==> config.mk <==
export PLATFORM = sky130hd
export DESIGN_NAME = l1b_getir_yanitlayici
export DESIGN_NICKNAME = d
export VERILOG_FILES = /design/src/rtl/l1b_getir_yanitlayici_pkg.sv /design/src/rtl/l1b_getir_yanitlayici_yanit_fifo.sv /design/src/rtl/l1b_getir_yanitlayici.sv
export SDC_FILE = /design/constraint.sdc
export NUM_CORES = 1
export LEC_CHECK = 0
export BUFFER_PORTS_ARGS = -buffer_cell sky130_fd_sc_hd__buf_2
export CAP_MARGIN = 20
export CORE_UTILIZATION = 50
export CTS_BUF_LIST = sky130_fd_sc_hd__clkbuf_8 sky130_fd_sc_hd__clkbuf_16
export DETAILED_ROUTE_END_ITERATION = 8
export GPL_TIMING_DRIVEN = 0
export PLACE_DENSITY = 0.77
export RECOVER_POWER = 25
export SYNTH_ARGS = -nofsm -noshare
export SYNTH_HDL_FRONTEND = slang
export SYNTH_HIERARCHICAL = 1
export SYNTH_SLANG_ARGS = --single-unit
==> constraint.sdc <==
create_clock -name clk_i -period 3 [get_ports clk_i]
set_input_delay 0.6 -clock clk_i [delete_from_list [all_inputs] [get_ports clk_i]]
set_output_delay 0.6 -clock clk_i [all_outputs]
set_load 0.02 [all_outputs]
==> src/rtl/l1b_getir_yanitlayici_pkg.sv <==
// l1b_getir_yanitlayici_pkg: shared widths and helpers for the
// fetch-to-L1 instruction memory responder.
package l1b_getir_yanitlayici_pkg;

  localparam int PS_BIT = 32;
  localparam int VERI_BIT = 32;
  localparam logic HIGH = 1'b1;
  localparam logic LOW = 1'b0;

  function automatic logic [PS_BIT-1:0] kelime_hizala(
    input logic [PS_BIT-1:0] a
  );
    return {a[PS_BIT-1:2], 2'b00};
  endfunction

endpackage

==> src/rtl/l1b_getir_yanitlayici_yanit_fifo.sv <==
// yanit_fifo: synchronous response FIFO with occupancy count
// and a registered head word; push and pop may share a cycle.
module yanit_fifo #(
  parameter int GENISLIK = 32,
  parameter int DERINLIK = 4
) (
  input  logic                        clk_i,
  input  logic                        rstn_i,
  input  logic                        yaz_i,
  input  logic [GENISLIK-1:0]         yaz_veri_i,
  input  logic                        oku_i,
  output logic [GENISLIK-1:0]         bas_o,
  output logic                        bos_o,
  output logic [$clog2(DERINLIK):0]   doluluk_o
);

  localparam int IW = $clog2(DERINLIK);

  logic [GENISLIK-1:0] mem [DERINLIK];
  logic [IW-1:0] yaz_ptr, oku_ptr, oku_ptr_n;
  logic [IW:0] sayi_n;
  logic cek, dolu;

  assign bos_o = (doluluk_o == '0);
  assign dolu = (doluluk_o == (IW+1)'(DERINLIK));
  assign cek = oku_i && !bos_o;

  always_comb begin
    oku_ptr_n = oku_ptr + IW'(cek);
    sayi_n = doluluk_o + (IW+1)'(yaz_i) - (IW+1)'(cek);
  end

  always_ff @(posedge clk_i) begin
    if (yaz_i) mem[yaz_ptr] <= yaz_veri_i;
  end

  always_ff @(posedge clk_i or negedge rstn_i) begin
    if (!rstn_i) begin
      yaz_ptr <= '0;
      oku_ptr <= '0;
      doluluk_o <= '0;
      bas_o <= '0;
    end else begin
      assert (!(yaz_i && dolu));
      yaz_ptr <= yaz_ptr + IW'(yaz_i);
      oku_ptr <= oku_ptr_n;
      doluluk_o <= sayi_n;
      // head lands on the word being written when it is the next to read
      if (sayi_n != '0) begin
        if (yaz_i && yaz_ptr == oku_ptr_n) bas_o <= yaz_veri_i;
        else bas_o <= mem[oku_ptr_n];
      end
    end
  end

endmodule

==> src/rtl/l1b_getir_yanitlayici.sv <==
// l1b_getir_yanitlayici: issues getir1 fetches to fixed-latency BRAM
// and returns every word in order to getir2, credit-limited.
import l1b_getir_yanitlayici_pkg::*;

module l1b_getir_yanitlayici #(
  parameter int BELLEK_GECIKME = 2,
  parameter int FIFO_DERINLIK = 4
) (
  input  logic                clk_i,
  input  logic                rstn_i,
  input  logic [PS_BIT-1:0]   g1_istek_adres_i,
  input  logic                g1_istek_gecerli_i,
  output logic                g1_istek_hazir_o,
  output logic [PS_BIT-1:0]   bellek_adres_o,
  output logic                bellek_oku_o,
  input  logic [VERI_BIT-1:0] bellek_veri_i,
  output logic [VERI_BIT-1:0] l1b_buyruk_o,
  output logic                l1b_buyruk_gecerli_o,
  input  logic                l1b_buyruk_hazir_i
);

  localparam int SW = $clog2(FIFO_DERINLIK) + 1;

  logic [1:0] rst_q;
  logic rst_n;
  logic [BELLEK_GECIKME-1:0] ucus_q;
  logic [SW-1:0] ucusta_q, doluluk;
  logic [SW:0] rezerve;
  logic kabul, yakala, cek, bos;

  // assert immediately, release two edges later
  always_ff @(posedge clk_i or negedge rstn_i) begin
    if (!rstn_i) rst_q <= '0;
    else rst_q <= {rst_q[0], HIGH};
  end
  assign rst_n = rst_q[1];

  assign rezerve = {1'b0, doluluk} + {1'b0, ucusta_q};
  assign g1_istek_hazir_o = rst_n &&
    (rezerve < (SW+1)'(FIFO_DERINLIK));

  assign kabul = g1_istek_gecerli_i && g1_istek_hazir_o;
  assign bellek_oku_o = kabul;
  assign bellek_adres_o = kabul ? kelime_hizala(g1_istek_adres_i) : '0;

  assign yakala = ucus_q[BELLEK_GECIKME-1];
  assign l1b_buyruk_gecerli_o = !bos;
  assign cek = l1b_buyruk_gecerli_o && l1b_buyruk_hazir_i;

  always_ff @(posedge clk_i or negedge rst_n) begin
    if (!rst_n) begin
      ucus_q <= '0;
      ucusta_q <= '0;
    end else begin
      ucus_q <= (ucus_q << 1) | BELLEK_GECIKME'(kabul);
      unique case (1'b1)
        kabul && !yakala: ucusta_q <= ucusta_q + SW'(1);
        yakala && !kabul: ucusta_q <= ucusta_q - SW'(1);
        default: ;
      endcase
    end
  end

  yanit_fifo #(
    .GENISLIK(VERI_BIT),
    .DERINLIK(FIFO_DERINLIK)
  ) u_fifo (
    .clk_i      (clk_i),
    .rstn_i     (rst_n),
    .yaz_i      (yakala),
    .yaz_veri_i (bellek_veri_i),
    .oku_i      (cek),
    .bas_o      (l1b_buyruk_o),
    .bos_o      (bos),
    .doluluk_o  (doluluk)
  );

endmodule

== After elaboration in Yosys (flattened, before gate mapping) ==
Memory sizes are Yosys's and may differ from the RTL's. A register that Yosys moved wholly into a read port is not among the register bits.
Cells that the tools add are included.

* Bits in registers: 14
* Bits in writable memories: 128
* Bits of input ports: 68
* Memories: 1

{| class="wikitable"
|+ Memories
! name !! depth !! width !! rd ports !! clocked after memory_dff !! write ports !! line !! source
|-
| u_fifo.mem || 4 || 32 || 1 || 1 || 1 || l1b_getir_yanitlayici_yanit_fifo.sv:19 || <nowiki>logic [GENISLIK-1:0] mem [DERINLIK];</nowiki>
|}

* Add/subtract/negate cells: 7
* $lt $le $gt $ge: 1
* Mux-type cells: 4
* Bitwise operators: 1
* Reductions and logical operators: 13

{| class="wikitable"
|+ Operators with widths
! operator !! number
|-
| $mux 32 || 1
|-
| $logic_and 1x1->1 || 6
|-
| $pmux 3 s2 || 1
|-
| $add 2x1->2 || 2
|-
| $add 3x3->4 || 1
|-
| $logic_not 1->1 || 4
|-
| $lt 4x3->1 const B || 1
|-
| $add 3x1->3 || 1
|-
| $add 3x1->3 const B || 1
|-
| $logic_not 3->1 || 1
|-
| $reduce_bool 3->1 || 1
|-
| $sub 3x1->3 || 1
|-
| $sub 3x1->3 const B || 1
|-
| $mux 1 || 2
|-
| $or 2x1->2 || 1
|-
| $reduce_bool 2->1 || 1
|}

== Logic depth before layout (Yosys ltp) ==
* Depth after elaboration: 7
* Depth in mapped cells: 14

== Modules after synthesis ==
Netlist, hierarchy kept.

{| class="wikitable"
|+ Modules (own cells, without submodules)
! module !! instances !! cells an instance !! area each (um2)
|-
| yanit_fifo || 1 || 301 || 6729.0
|-
| l1b_getir_yanitlayici || 1 || 62 || 589.3
|}

== Worst setup path before layout ==
Ideal clock, no wire load.

* Kind: flip-flop to flip-flop
* Start point: register rst_q[1]
* End point: register ucusta_q[2]
* Library setup time: 0.125 ns
* Data arrival time: 3.218 ns
* Data required time: 2.875 ns
* Slack: -0.343 ns
* Cell stages (with the launch flop): 10
* Period minus slack after synthesis: 3.343 ns
* Cells stage by stage: dfrtp_1 > or4b_4 > a31oi_4 > buf_6 > nand2_1 > ha_1 > fa_1 > xnor2_1 > nor2_1 > xor2_1

* Cells in the longest elaborated chain, start to end: 5
* Elaborated cells between the ends (all ways): 7
* Classes of those cells: mux (1); reduce/logical (6)

{| class="wikitable"
|+ Ends and longest elaborated chain
! what !! line !! source
|-
| start, declared || l1b_getir_yanitlayici.sv:24 || <nowiki>logic [1:0] rst_q;</nowiki>
|-
| start signal, assigned || l1b_getir_yanitlayici.sv:34 || <nowiki>else rst_q <= {rst_q[0], HIGH};</nowiki>
|-
| $logic_and 1x1->1 * || l1b_getir_yanitlayici.sv:39 || <nowiki>assign g1_istek_hazir_o = rst_n &&</nowiki>
|-
| named net g1_istek_hazir_o || l1b_getir_yanitlayici.sv:13 || <nowiki>output logic g1_istek_hazir_o,</nowiki>
|-
| $logic_and 1x1->1 * || l1b_getir_yanitlayici.sv:42 || <nowiki>assign kabul = g1_istek_gecerli_i && g1_istek_hazir_o;</nowiki>
|-
| $logic_not 1->1 || l1b_getir_yanitlayici.sv:58 || <nowiki>yakala && !kabul: ucusta_q <= ucusta_q - SW'(1);</nowiki>
|-
| $logic_and 1x1->1 || l1b_getir_yanitlayici.sv:58 ||
|-
| $pmux 3 s2 or $reduce_bool 2->1 (tied branches) || - ||
|-
| end signal, assigned || l1b_getir_yanitlayici.sv:57 || <nowiki>kabul && !yakala: ucusta_q <= ucusta_q + SW'(1);</nowiki>
|-
| end signal, assigned || l1b_getir_yanitlayici.sv:58 ||
|-
| end, declared || l1b_getir_yanitlayici.sv:27 || <nowiki>logic [SW-1:0] ucusta_q, doluluk;</nowiki>
|}

Mark *: on every way through the listed nets, which the timed path passes. The rest lies on a longest branch.
A chain may end at the register's enable or synchronous reset.

== Worst setup path after layout ==
* Start point: register u_fifo.doluluk_o[2]
* End point: output bellek_adres_o[26]

* Cells in the longest elaborated chain, start to end: 5

{| class="wikitable"
|+ Ends and longest elaborated chain
! what !! line !! source
|-
| start, declared || l1b_getir_yanitlayici_yanit_fifo.sv:14 || <nowiki>output logic [$clog2(DERINLIK):0] doluluk_o</nowiki>
|-
| start signal, assigned || l1b_getir_yanitlayici_yanit_fifo.sv:47 || <nowiki>doluluk_o <= sayi_n;</nowiki>
|-
| $add 3x3->4 || l1b_getir_yanitlayici.sv:38 || <nowiki>assign rezerve = {1'b0, doluluk} + {1'b0, ucusta_q};</nowiki>
|-
| $lt 4x3->1 || l1b_getir_yanitlayici.sv:40 || <nowiki>(rezerve < (SW+1)'(FIFO_DERINLIK));</nowiki>
|-
| $logic_and 1x1->1 || l1b_getir_yanitlayici.sv:39 ||
|-
| $logic_and 1x1->1 || l1b_getir_yanitlayici.sv:42 ||
|-
| $mux 32 || l1b_getir_yanitlayici.sv:44 || <nowiki>assign bellek_adres_o = kabul ? kelime_hizala(g1_istek_adres_i) : '0;</nowiki>
|-
| end, declared || l1b_getir_yanitlayici.sv:14 || <nowiki>output logic [PS_BIT-1:0] bellek_adres_o,</nowiki>
|}

Every way passes these cells.

==> out/summary.txt <==
Status = finished with violations
Failing checks = negative setup slack
Critical Path Source Type = register
Placer Congestion = 0.872
Number of enable flip-flop cells after synthesis = 128
CTS tree = built
Detailed Routing Iterations Pass 1 = 4
Critical path arrival = 2.50 ns
Avg Vias per Cell = 5.47
Synth top cells by count = edfxtp_1 (128), dfrtp_1 (46), mux2_2 (35)
Max Cap Viol = 0
Layout cells sized above 1 = 0.589
Worst IR Drop VDD = 0.695 mV
Fin nets = 614
Register area share after synthesis = 0.683
Routed len/inst = 21.2 um
Setup Skew = 0.00862 ns
CP dominant cell by count = buf_6
Leak = 3.79 nW
RSZ-0062 raised after global routing = yes
Critical path cell sequence = buf_6, ha_4, or4b_4, a31oi_4, buf_12, buf_8, and3_4, buf_6
Final core utilization = 0.680
Area of the core = 14,100 sq um
Die X = 123 um
Largest cells by area after synthesis = edfxtp_1 (53%), dfrtp_1 (16%), mux4_2 (9.8%)
Crit-path leading delay family = simple AND/OR/NAND/NOR gates
Site Rows = 43
Largest net degree at the start of global routing = 33
Final setup margin = -0.0971 ns
Period minus WS final = 3.10 ns
Max_slew headroom = 0.401
Worst Tran Pin Value = 0.899 ns
Hold Violations, Final = 0
Crit Path Category = register to primary output
Routed vias = 3,994
TritonCTS sink count = 174
Initial antenna violation count = 0
Area grow syn2layout = 30.9%
Worst Hold Class = register to asynchronous set/reset pin
Setup TNS = -3.18 ns
Syn avg cell area = 20.2 sq um
Num CTS Buffers = 17
CP max-delay cell = or4b_4
Ys flop type = edfxtp_1
Number of diodes = 0
Synth warn = 6
Total routed wirelength = 15,500 um
Period utilization = 1.03
Number of port buffers = 130
#FFs+latches synth = 174
Synth cell types = 30
Starting DRT DRC Count = 225
Initial Util = 0.519
CTS H-tree lvls = 4
Clk pin slew, worst setup/hold paths = 0.07 ns
DRC Markers = 0
Area post-placement = 8300 sq um
Worst path max stage delay = 0.52 ns
Gr ovfl total = 0
Vias in the first global route = 4,406
Cells after synthesis = 363
Fmax = 323 MHz
Final setup viols = 61
DRT antenna net count = 0
Fin area = 9580 sq um
Clock latency on the worst-skew pair = 0.42 ns
DIE AREA = 15,100 sq um
# IOs = 135
Power per cell area = 1200 nW/um^2
Clock Tree Buf Depth = 2
CP Max Fanout = 8
Synth async-reset ratio = 0.264
Cell accounting for the most synthesized area = edfxtp_1
Count leader, synth = edfxtp_1
Mapped cell area = 7320 sq um
Area share of the largest cell type after synthesis = 0.525
GRT Overall Usage = 0.218
Die Y = 123 um
Detailed Place HPWL = 9020 um
Total power = 0.0115 W
Worst path bufs/invs = 4
Critical Path End Type = primary output
Max Transition Viols Final = 0
Clock root buffer = clkbuf_16
First-pass GRT wire length = 23,400 um
Fill count = 920
WP data required = 2.40 ns
-- final timing paths --
check / cells after the start / endpoint / startpoint / slack [ns]
max in group asynchronous: 1 / u_fifo/bas_o[0] / rst_q[1] / 2.28
min reg2reg: 0 / u_fifo/bas_o[20] / rst_q[1] / 0.27
min: 0 / u_fifo/bas_o[20] / rst_q[1] / 0.27
max reg2reg: 14 / u_fifo/bas_o[28] / u_fifo/doluluk_o[2] / -0.04
max: 8 / bellek_adres_o[26] / u_fifo/doluluk_o[2] / -0.1
min in group clk_i: 0 / rst_q[1] / rst_q[0] / 0.35
-- layout make-up --
class	instances	area, sq um	area share
Buffer	22	226	0.0236
Inverter	5	18.8	0.00196
Timing Repair Buffer	154	1170	0.123
Clock inverter	15	195	0.0204
Tap cell	180	225	0.0235
Multi-Input combinational cell	163	2310	0.242
Sequential cell	174	5000	0.522
Clock buffer	17	425	0.0444
-- state kept, by name, summed over array words and instances, names as in the netlist --
| name | cells |
|---|---|
| u_fifo/oku_ptr | 2 |
| ucus_q | 2 |
| rst_q | 2 |
| u_fifo/yaz_ptr | 2 |
| ucusta_q | 3 |
| u_fifo/doluluk_o | 3 |
| u_fifo/bas_o | 32 |
| u_fifo/mem | 128 |
-- cell usage in the layout (no fill, tap or decap), types with 6 or more instances in the layout --
master       n
buf_6       39
clkbuf_1    25
dfrtp_1     43
and3_1       6
edfxtp_1   128
clkbuf_16   18
buf_2       82
mux4_2      32
mux2_4      30
buf_4       12
mux2_2      35
and3_4      22
buf_12       6
-- metrics by stage --
| step | instances | hold slack (ns) | setup slack [ns] |
|---|---|---|---|
| after floorplan | 364 | 0.304 | 0.0322 |
| after CTS | 725 | 0.277 | -0.0784 |
| after detailed placement | 677 | 0.340 | -0.413 |
| final | 730 | 0.266 | -0.0971 |
| after global routing | 730 | 0.299 | -0.170 |
| after global placement | 674 | 0.334 | -0.406 |
-- metal layers --
metal,up-vias,track usage,share of wire
met3,22,0.0595,0.061
li1,1779,-,-
met4,0,0.0798,0.018
met2,160,0.377,0.52
met5,-,0,0
met1,2033,0.261,0.40
-- timing repair --
item / 4_1_cts / 5_1_grt
hold buffers: 1 / 0
gates cloned: 5 / 1
gates resized for setup: 92 / 26
endpoints found under the hold margin: 2 / 0
setup buffers: 10 / 4
pin swaps: 10 / 22
setup endpoints to repair: 66 / 65
-- report_power, final --
part | internal, W | total (W) | leakage [nW] | switching, W
Clock | 0.00139 | 0.00229 | 0.302 | 0.000901
Sequential | 0.00309 | 0.00338 | 1.69 | 0.000285
Combinational | 0.00342 | 0.00580 | 1.79 | 0.00237
Total | 0.00791 | 0.0115 | 3.79 | 0.00356
-- cells by family after synthesis --
| family | after synthesis | share of synthesized area |
|---|---|---|
| flops | 174 | 0.683 |
| mux | 97 | 0.214 |
| fa+ha+maj | 9 | 0.0174 |
| simple gates | 44 | 0.0388 |
| xor+xnor | 9 | 0.0127 |
| other cells | 2 | 0.00103 |
| compound gates | 1 | 0.00291 |
| buf+inv | 27 | 0.0308 |
Power figures use the tool's default switching activity.
